File: src/rtl/operand_fetch_unit_if.sv
// rtl/operand_fetch_unit_if.sv - bank write, fetch request and operand response bundle
//
// Groups every non-clock, non-reset signal of operand_fetch_unit.
// Parameters: WIDTH (data width), AW (address width).
// Write port : wr_en, wr_addr[AW], wr_data[WIDTH]        (master -> slave)
// Request    : req_valid, rs1_addr[AW], rs2_addr[AW]     (master -> slave)
//              req_ready                                 (slave -> master)
// Response   : op_valid, op1[WIDTH], op2[WIDTH]          (slave -> master)
//              op_ready                                  (master -> slave)
interface operand_fetch_unit_if #(
  parameter int WIDTH = 16,
  parameter int AW    = 3
);
  logic             wr_en;
  logic [AW-1:0]    wr_addr;
  logic [WIDTH-1:0] wr_data;
  logic             req_valid;
  logic             req_ready;
  logic [AW-1:0]    rs1_addr;
  logic [AW-1:0]    rs2_addr;
  logic             op_valid;
  logic             op_ready;
  logic [WIDTH-1:0] op1;
  logic [WIDTH-1:0] op2;

  modport master (
    output wr_en, wr_addr, wr_data, req_valid, rs1_addr, rs2_addr, op_ready,
    input  req_ready, op_valid, op1, op2
  );

  modport slave (
    input  wr_en, wr_addr, wr_data, req_valid, rs1_addr, rs2_addr, op_ready,
    output req_ready, op_valid, op1, op2
  );
endinterface

File: src/rtl/operand_fetch_unit.sv
// rtl/operand_fetch_unit.sv - register bank with two-operand fetch request/response FSM
//
// Ports:
//   clk  - rising-edge clock
//   rst  - asynchronous active-high reset; clears FSM, operands and every bank entry
//   bus  - operand_fetch_unit_if.slave (write port, fetch request, operand response)
// Parameters: WIDTH (data bits), DEPTH (bank entries, 2..256), AW (address bits, 2^AW >= DEPTH).
// Optional feature: define OPFETCH_BYPASS_EN to forward a same-cycle bank write
// into an operand being loaded in the READ cycle.
module operand_fetch_unit #(
  parameter int          WIDTH = 16,
  parameter int unsigned DEPTH = 8,
  parameter int          AW    = 3
) (
  input logic               clk,
  input logic               rst,
  operand_fetch_unit_if.slave bus
);

  typedef enum logic [1:0] {
    IDLE = 2'd0,
    READ = 2'd1,
    HOLD = 2'd2
  } state_t;

  state_t           state_q, state_d;
  logic [AW-1:0]    rs1_q, rs1_d;
  logic [AW-1:0]    rs2_q, rs2_d;
  logic [WIDTH-1:0] op1_q, op1_d;
  logic [WIDTH-1:0] op2_q, op2_d;
  logic [WIDTH-1:0] bank_q [DEPTH];
  logic [WIDTH-1:0] bank_d [DEPTH];

  logic             wr_ok;
  logic [WIDTH-1:0] rd1, rd2;

  // Writes outside the implemented bank are dropped rather than aliased.
  assign wr_ok = bus.wr_en && (32'(bus.wr_addr) < DEPTH);

  // Bank write path: independent of the FSM state.
  always_comb begin
    for (int i = 0; i < int'(DEPTH); i++) begin
      bank_d[i] = bank_q[i];
    end
    if (wr_ok) begin
      bank_d[bus.wr_addr] = bus.wr_data;
    end
  end

  // Operand read values from the captured addresses; out-of-range reads give 0.
  always_comb begin
    rd1 = '0;
    rd2 = '0;
    if (32'(rs1_q) < DEPTH) begin
      rd1 = bank_q[rs1_q];
    end
    if (32'(rs2_q) < DEPTH) begin
      rd2 = bank_q[rs2_q];
    end
`ifdef OPFETCH_BYPASS_EN
    // Same-cycle write wins over the stored value; only sampled in READ.
    if (wr_ok && (bus.wr_addr == rs1_q)) begin
      rd1 = bus.wr_data;
    end
    if (wr_ok && (bus.wr_addr == rs2_q)) begin
      rd2 = bus.wr_data;
    end
`endif
  end

  // Next-state and datapath control.
  always_comb begin
    state_d = state_q;
    rs1_d   = rs1_q;
    rs2_d   = rs2_q;
    op1_d   = op1_q;
    op2_d   = op2_q;
    unique case (state_q)
      IDLE: begin
        if (bus.req_valid) begin
          rs1_d   = bus.rs1_addr;
          rs2_d   = bus.rs2_addr;
          state_d = READ;
        end
      end
      READ: begin
        op1_d   = rd1;
        op2_d   = rd2;
        state_d = HOLD;
      end
      HOLD: begin
        if (bus.op_ready) begin
          state_d = IDLE;
        end
      end
      default: state_d = IDLE;
    endcase
  end

  always_ff @(posedge clk or posedge rst) begin
    if (rst) begin
      state_q <= IDLE;
      rs1_q   <= '0;
      rs2_q   <= '0;
      op1_q   <= '0;
      op2_q   <= '0;
      for (int i = 0; i < int'(DEPTH); i++) begin
        bank_q[i] <= '0;
      end
    end else begin
      state_q <= state_d;
      rs1_q   <= rs1_d;
      rs2_q   <= rs2_d;
      op1_q   <= op1_d;
      op2_q   <= op2_d;
      for (int i = 0; i < int'(DEPTH); i++) begin
        bank_q[i] <= bank_d[i];
      end
    end
  end

  assign bus.req_ready = (state_q == IDLE);
  assign bus.op_valid  = (state_q == HOLD);
  assign bus.op1       = op1_q;
  assign bus.op2       = op2_q;

endmodule

File: src/flat_wrapper.sv
// flat-port wrapper written by rule: the top's interface ports become plain ports
module operand_fetch_unit_flat 
#(
  parameter int          WIDTH = 16,
  parameter int unsigned DEPTH = 8,
  parameter int          AW    = 3
)
  (clk, rst, bus_wr_en, bus_wr_addr, bus_wr_data, bus_req_valid, bus_rs1_addr, bus_rs2_addr, bus_op_ready, bus_req_ready, bus_op_valid, bus_op1, bus_op2);
  operand_fetch_unit_if #(.WIDTH(WIDTH), .AW(AW)) bus_i ();
  input logic clk;
  input logic rst;
  input wire logic [$bits(bus_i.wr_en)-1:0] bus_wr_en;
  input wire logic [$bits(bus_i.wr_addr)-1:0] bus_wr_addr;
  input wire logic [$bits(bus_i.wr_data)-1:0] bus_wr_data;
  input wire logic [$bits(bus_i.req_valid)-1:0] bus_req_valid;
  input wire logic [$bits(bus_i.rs1_addr)-1:0] bus_rs1_addr;
  input wire logic [$bits(bus_i.rs2_addr)-1:0] bus_rs2_addr;
  input wire logic [$bits(bus_i.op_ready)-1:0] bus_op_ready;
  output wire logic [$bits(bus_i.req_ready)-1:0] bus_req_ready;
  output wire logic [$bits(bus_i.op_valid)-1:0] bus_op_valid;
  output wire logic [$bits(bus_i.op1)-1:0] bus_op1;
  output wire logic [$bits(bus_i.op2)-1:0] bus_op2;
  assign bus_i.wr_en = bus_wr_en;
  assign bus_i.wr_addr = bus_wr_addr;
  assign bus_i.wr_data = bus_wr_data;
  assign bus_i.req_valid = bus_req_valid;
  assign bus_i.rs1_addr = bus_rs1_addr;
  assign bus_i.rs2_addr = bus_rs2_addr;
  assign bus_i.op_ready = bus_op_ready;
  assign bus_req_ready = bus_i.req_ready;
  assign bus_op_valid = bus_i.op_valid;
  assign bus_op1 = bus_i.op1;
  assign bus_op2 = bus_i.op2;
  operand_fetch_unit #(.WIDTH(WIDTH), .DEPTH(DEPTH), .AW(AW)) u_core (.clk(clk), .rst(rst), .bus(bus_i));
endmodule
File: config.mk
export PLATFORM = sky130hd
export DESIGN_NAME = operand_fetch_unit_flat
export DESIGN_NICKNAME = d
export VERILOG_FILES = /design/src/rtl/operand_fetch_unit_if.sv /design/src/rtl/operand_fetch_unit.sv /design/src/flat_wrapper.sv
export SDC_FILE = /design/constraint.sdc
export NUM_CORES = 1
export LEC_CHECK = 0
export CORE_MARGIN = 3
export CORE_UTILIZATION = 46
export CTS_CLUSTER_DIAMETER = 200
export DETAILED_ROUTE_END_ITERATION = 12
export PLACE_DENSITY_LB_ADDON = 0.1
export SETUP_SLACK_MARGIN = 0.15
export SYNTH_ARGS = -nofsm -noshare
export SYNTH_HDL_FRONTEND = slang
export SYNTH_SLANG_ARGS = --single-unit
File: constraint.sdc
create_clock -name clk -period 8.2 [get_ports clk]
set_input_delay 1.64 -clock clk [delete_from_list [all_inputs] [get_ports clk]]
set_output_delay 1.64 -clock clk [all_outputs]
set_load 0.02 [all_outputs]
Word-level counts from Yosys, hierarchy flattened
Cells that the tools add are included.
Cells by class
  magnitude comparators: 4
  equality and inequality tests: 4
  muxes and demuxes: 12
  bitwise gates (word level): 3
  reduce and logical (&&, ||, !) cells: 4
Operators with widths (number)
  128-bit bitwise mux: 1
  16-bit binary-select mux with 3-bit select: 2
  16-bit 2-to-1 mux: 5
  16-bit demux with 3-bit select: 1
  4-bit >= comparator, second input constant: 3
  3-bit NOT with 4-bit output: 3
  2-bit case mux with 3 select lines: 1
  4-bit by 1-bit less-than comparator with 1-bit output, second input constant: 1
  2-bit 2-to-1 mux: 2
  2-bit inequality test, second input constant: 2
  2-bit AND reduction: 2
  2-bit by 1-bit equality test with 1-bit output, second input constant: 1
  2-bit equality test, second input constant: 1
  2-bit logical NOT: 1
  1-bit logical AND: 1
Storage, ports and cells
  register bits after elaboration: 168
  output and inout port bits: 34
  logic and storage cells: 40

Longest topological paths before layout
  depth in word-level cells: 6
  depth in mapped cells: 5

Least setup slack after synthesis
Ideal clock, no wire load.
  path kind: input to register
  start: in bus_wr_addr[0]
  end: reg u_core.bank_q[80] in the netlist's numbering
  setup time: 125 ps
  data arrival time: 2765 ps
  path slack: 5310 ps
  stages on the path: 5
  path buffers: 2
  path through: buf_6 > nand2b_4 > nor3b_4 > buf_12 > mux2_4
On the way
  word-level cells in the longest chain between the ends: 6
  elaborated cells on any way between the ends: 7
RTL lines
  from (decl): RTL line flat_wrapper.sv:13  | input wire logic [$bits(bus_i.wr_addr)-1:0] bus_wr_addr;
  3-bit NOT with 4-bit output (implied by the code) (*): RTL line operand_fetch_unit.sv:46  | bank_d[bus.wr_addr] = bus.wr_data;
  4-bit >= comparator (implied by the code) / 4-bit by 1-bit less-than comparator with 1-bit output (equally long branches): RTL line operand_fetch_unit.sv:46
  1-bit logical AND (implied by the code): RTL line operand_fetch_unit.sv:46
  16-bit 2-to-1 mux (implied by the code): RTL line operand_fetch_unit.sv:46
  16-bit demux with 3-bit select (*): RTL line operand_fetch_unit.sv:46
  128-bit bitwise mux (*): RTL line operand_fetch_unit.sv:46
  to (signal, indexed assignment): RTL line operand_fetch_unit.sv:117  | bank_q[i] <= bank_d[i];
  to (decl): RTL line operand_fetch_unit.sv:31  | logic [WIDTH-1:0] bank_q [DEPTH];
Every way passes the cells marked *; elsewhere a longest branch is shown, timed or not.
A chain may end at the register's enable or synchronous reset.

Final worst setup path
  start: in bus_wr_addr[2]
  end: reg u_core.bank_q[48] in the netlist's numbering
The elaborated chain is that of the path after synthesis.

==> results.sh <==
export IMPL_numPlacedInstances=877
export IMPL_p_per_area_nw_per_um2=377
export IMPL_area_delta_synth_final_pct=16.2
export IMPL_synth_top_cells_by_count="188 x mux2_2, 168 x dfrtp_1, 64 x mux2i_1"
export IMPL_end_kind="register"
export IMPL_slowest_stage="nor3b_4"
export IMPL_fin_crit_ns=3.56
export IMPL_slew_limit_headroom=0.237
export IMPL_finalSetupViolCount=0
export IMPL_ant_nets=0
export IMPL_dr_total_vias=5349
export IMPL_cts_tree="yes"
export IMPL_ys_ff_latch=168
export IMPL_synth_edff_count=0
export IMPL_hp_class="reg -> reg"
export IMPL_status="complete, no violations"
export IMPL_grt_max_degree=102
export IMPL_place_congestion=0.764
export IMPL_via_per_inst=5.89
export IMPL_final_hold_violation_count=0
export IMPL_netlist_area_sq_um=8450
export IMPL_die_x_um=142
export IMPL_r2r_cells=4
export IMPL_syn_num_nets=659
export IMPL_io_pins=64
export IMPL_synth_cell_types=25
export IMPL_syn_avg_cell_area_sq_um=13.4
export IMPL_synth_flop_cell="dfrtp_1"
export IMPL_cts_max_level=4
export IMPL_yosys_area_top_type="dfrtp_1"
export IMPL_max_stage_delay_ns=1.01
export IMPL_synthMostInstantiatedCell="mux2_2"
export IMPL_cts_num_sinks=168
export IMPL_drv_slew=0
export IMPL_dieArea_sq_um=20000
export IMPL_design_core_area_sq_um=17700
export IMPL_place_hpwl_um=11600
export IMPL_startpoint="bus_wr_addr[2]"
export IMPL_synth_top_area_frac=0.498
export IMPL_first_global_vias=5664
export IMPL_skew_ns=0.00912
export IMPL_drt_total_wl_um=20200
export IMPL_cts_resized=0
export IMPL_arrival_ns=3.87
export IMPL_drive_gt1_frac=0.366
export IMPL_period_share=0.434
export IMPL_placementRows=48
export IMPL_grt_usage=0.208
export IMPL_p_leak_uw=0.00426
export IMPL_cts_clk_slew_worst_paths_ns=0.06
export IMPL_setup_slack_ns=4.64
export IMPL_post_place_ws_ns=4.19
export IMPL_endpoint="u_core.bank_q[48]"
export IMPL_rr_startpoint="u_core.rs1_q[0]"
export IMPL_synth_seq_area_share=0.498
export IMPL_initial_core_util=0.478
export IMPL_cp_required_ns=8.51
export IMPL_fmax_mhz=281
export IMPL_die_y_um=142
export IMPL_cts_root_buffer="clkbuf_16"
export IMPL_cts_hold_buf=0
export IMPL_cts_buffers_inserted=17
export IMPL_rsz0062_at_grt="false"
export IMPL_reg2reg_to="u_core.bus.op1[1]"
export IMPL_fillers=1487
export IMPL_portBuffers=63
export IMPL_ys_warn_count=0
export IMPL_clockBufferDepth=2
export IMPL_async_flop_share=1.00
export IMPL_drc_errors=0
export IMPL_antenna_found_initial=0
export IMPL_drt_pass1_iterations=4
export IMPL_synth_area_leaders="dfrtp_1 50%, mux2_2 25%, mux2i_1 7.6%, a22o_1 3.3%, o31ai_1 2.8%"
export IMPL_grt_overflow=0
export IMPL_n_antenna_cell=0
export IMPL_wl_per_cell_um=22.3
export IMPL_cap_violations=0
export IMPL_setup_tns_final_ns=0
export IMPL_clkLatencyLatePin_ns=0.42
export IMPL_startpoint_type="input port"
export IMPL_final_cells=908
export IMPL_critPathKind="in -> reg"
export IMPL_r2r_slack_ns=5.97
export IMPL_tightest_slew_ns=1.14
export IMPL_irDropWorstVdd_mv=0.267
export IMPL_nets=701
export IMPL_synthCells=629
export IMPL_drt_initial_drc_count=338
export IMPL_cts_setup_buffers=0
export IMPL_path_cells="clkdlybuf4s50_1, nor3b_4, mux2_2"
export IMPL_worstPathMaxFanout=16
export IMPL_grt_pass1_wl_um=32100
==> metal layers <==
layer | vias to the layer above | wire (um) | global-route usage
li1 | 2441 | - | -
met1 | 2754 | 9120 | 0.287
met2 | 129 | 9910 | 0.335
met3 | 25 | 897 | 0.0394
met4 | 0 | 284 | 0.0652
met5 | - | 0 | 0
==> worst min-delay path by stage <==
stage,cells after the start,to,startpoint,slack (ns)
3_5_place_dp,2,u_core.bus.op1[9],u_core.bus.op1[9],0.47
6_report,2,u_core.bus.op1[13],u_core.bus.op1[13],0.48
3_3_place_gp,2,u_core.bus.op2[6],u_core.bus.op2[6],0.46
4_1_cts,2,u_core.bus.op1[9],u_core.bus.op1[9],0.48
5_1_grt,2,u_core.bus.op2[11],u_core.bus.op2[11],0.51
2_1_floorplan,1,u_core.bank_q[42],u_core.bank_q[42],0.49
==> final cells by class <==
type | instances | area, sq um | share of cell area
multi-input combinational | 413 | 3970 | 0.405
clock inverter | 12 | 223 | 0.0227
tap | 225 | 282 | 0.0287
inverter | 2 | 12.5 | 0.00128
sequential | 168 | 4210 | 0.429
clock buffer | 19 | 443 | 0.0451
timing repair buffer | 69 | 676 | 0.0689
==> report_power, final <==
part / switching (uW) / total, uW / internal, uW
logic: 797 / 1560 / 758
registers: 171 / 1240 / 1070
clock network: 331 / 910 / 578
==> layout by cell type (no fill, tap or decap), types with 2 or more instances in the layout <==
cell type        instances
a22o_1                  32
buf_4                    6
bufinv_16                6
clkbuf_16               17
clkdlybuf4s50_1         63
clkinv_2                 2
clkinvlp_4               2
dfrtp_1                166
dfrtp_2                  2
inv_6                    2
mux2_2                 188
mux2_4                  10
mux2i_1                 64
nand2_1                 35
nand2b_1                 3
nand4b_2                 3
nor2_2                   2
nor3_4                   2
nor3b_4                  2
o22ai_1                 32
o31ai_1                 32
==> kinds of logic after synthesis <==
| logic type | Yosys count | share of synthesized area |
|---|---|---|
| buf+inv | 48 | 0.0335 |
| simple gates | 54 | 0.0388 |
| compound gates | 97 | 0.0859 |
| flops | 168 | 0.498 |
| mux | 262 | 0.344 |
==> per-stage QoR <==
stage               hold slack (ns)  utilization  area, sq um  total power, uW
floorplan                     0.491            -         8450             2330
global placement              0.464        0.518         9150             2770
detailed placement            0.470        0.518         9150             2800
CTS                           0.484        0.556         9810             3720
global route                  0.507        0.556         9810             3900
finish                        0.481        0.556         9810             3700
==> flip-flops by register name, summed over array words and instances (netlist names) <==
register	count
u_core.bus.op1	16
u_core.state_q	2
u_core.bank_q	128
u_core.bus.op2	16
u_core.rs2_q	3
u_core.rs1_q	3
==> worst max-delay path: cells and delay by family <==
kind	cells	cell delay, ns
AND/OR/NAND/NOR	1	1.01
buffers and inverters	1	0.78
multiplexers	1	0.43
Note: power is estimated with default switching activity, not from simulation.
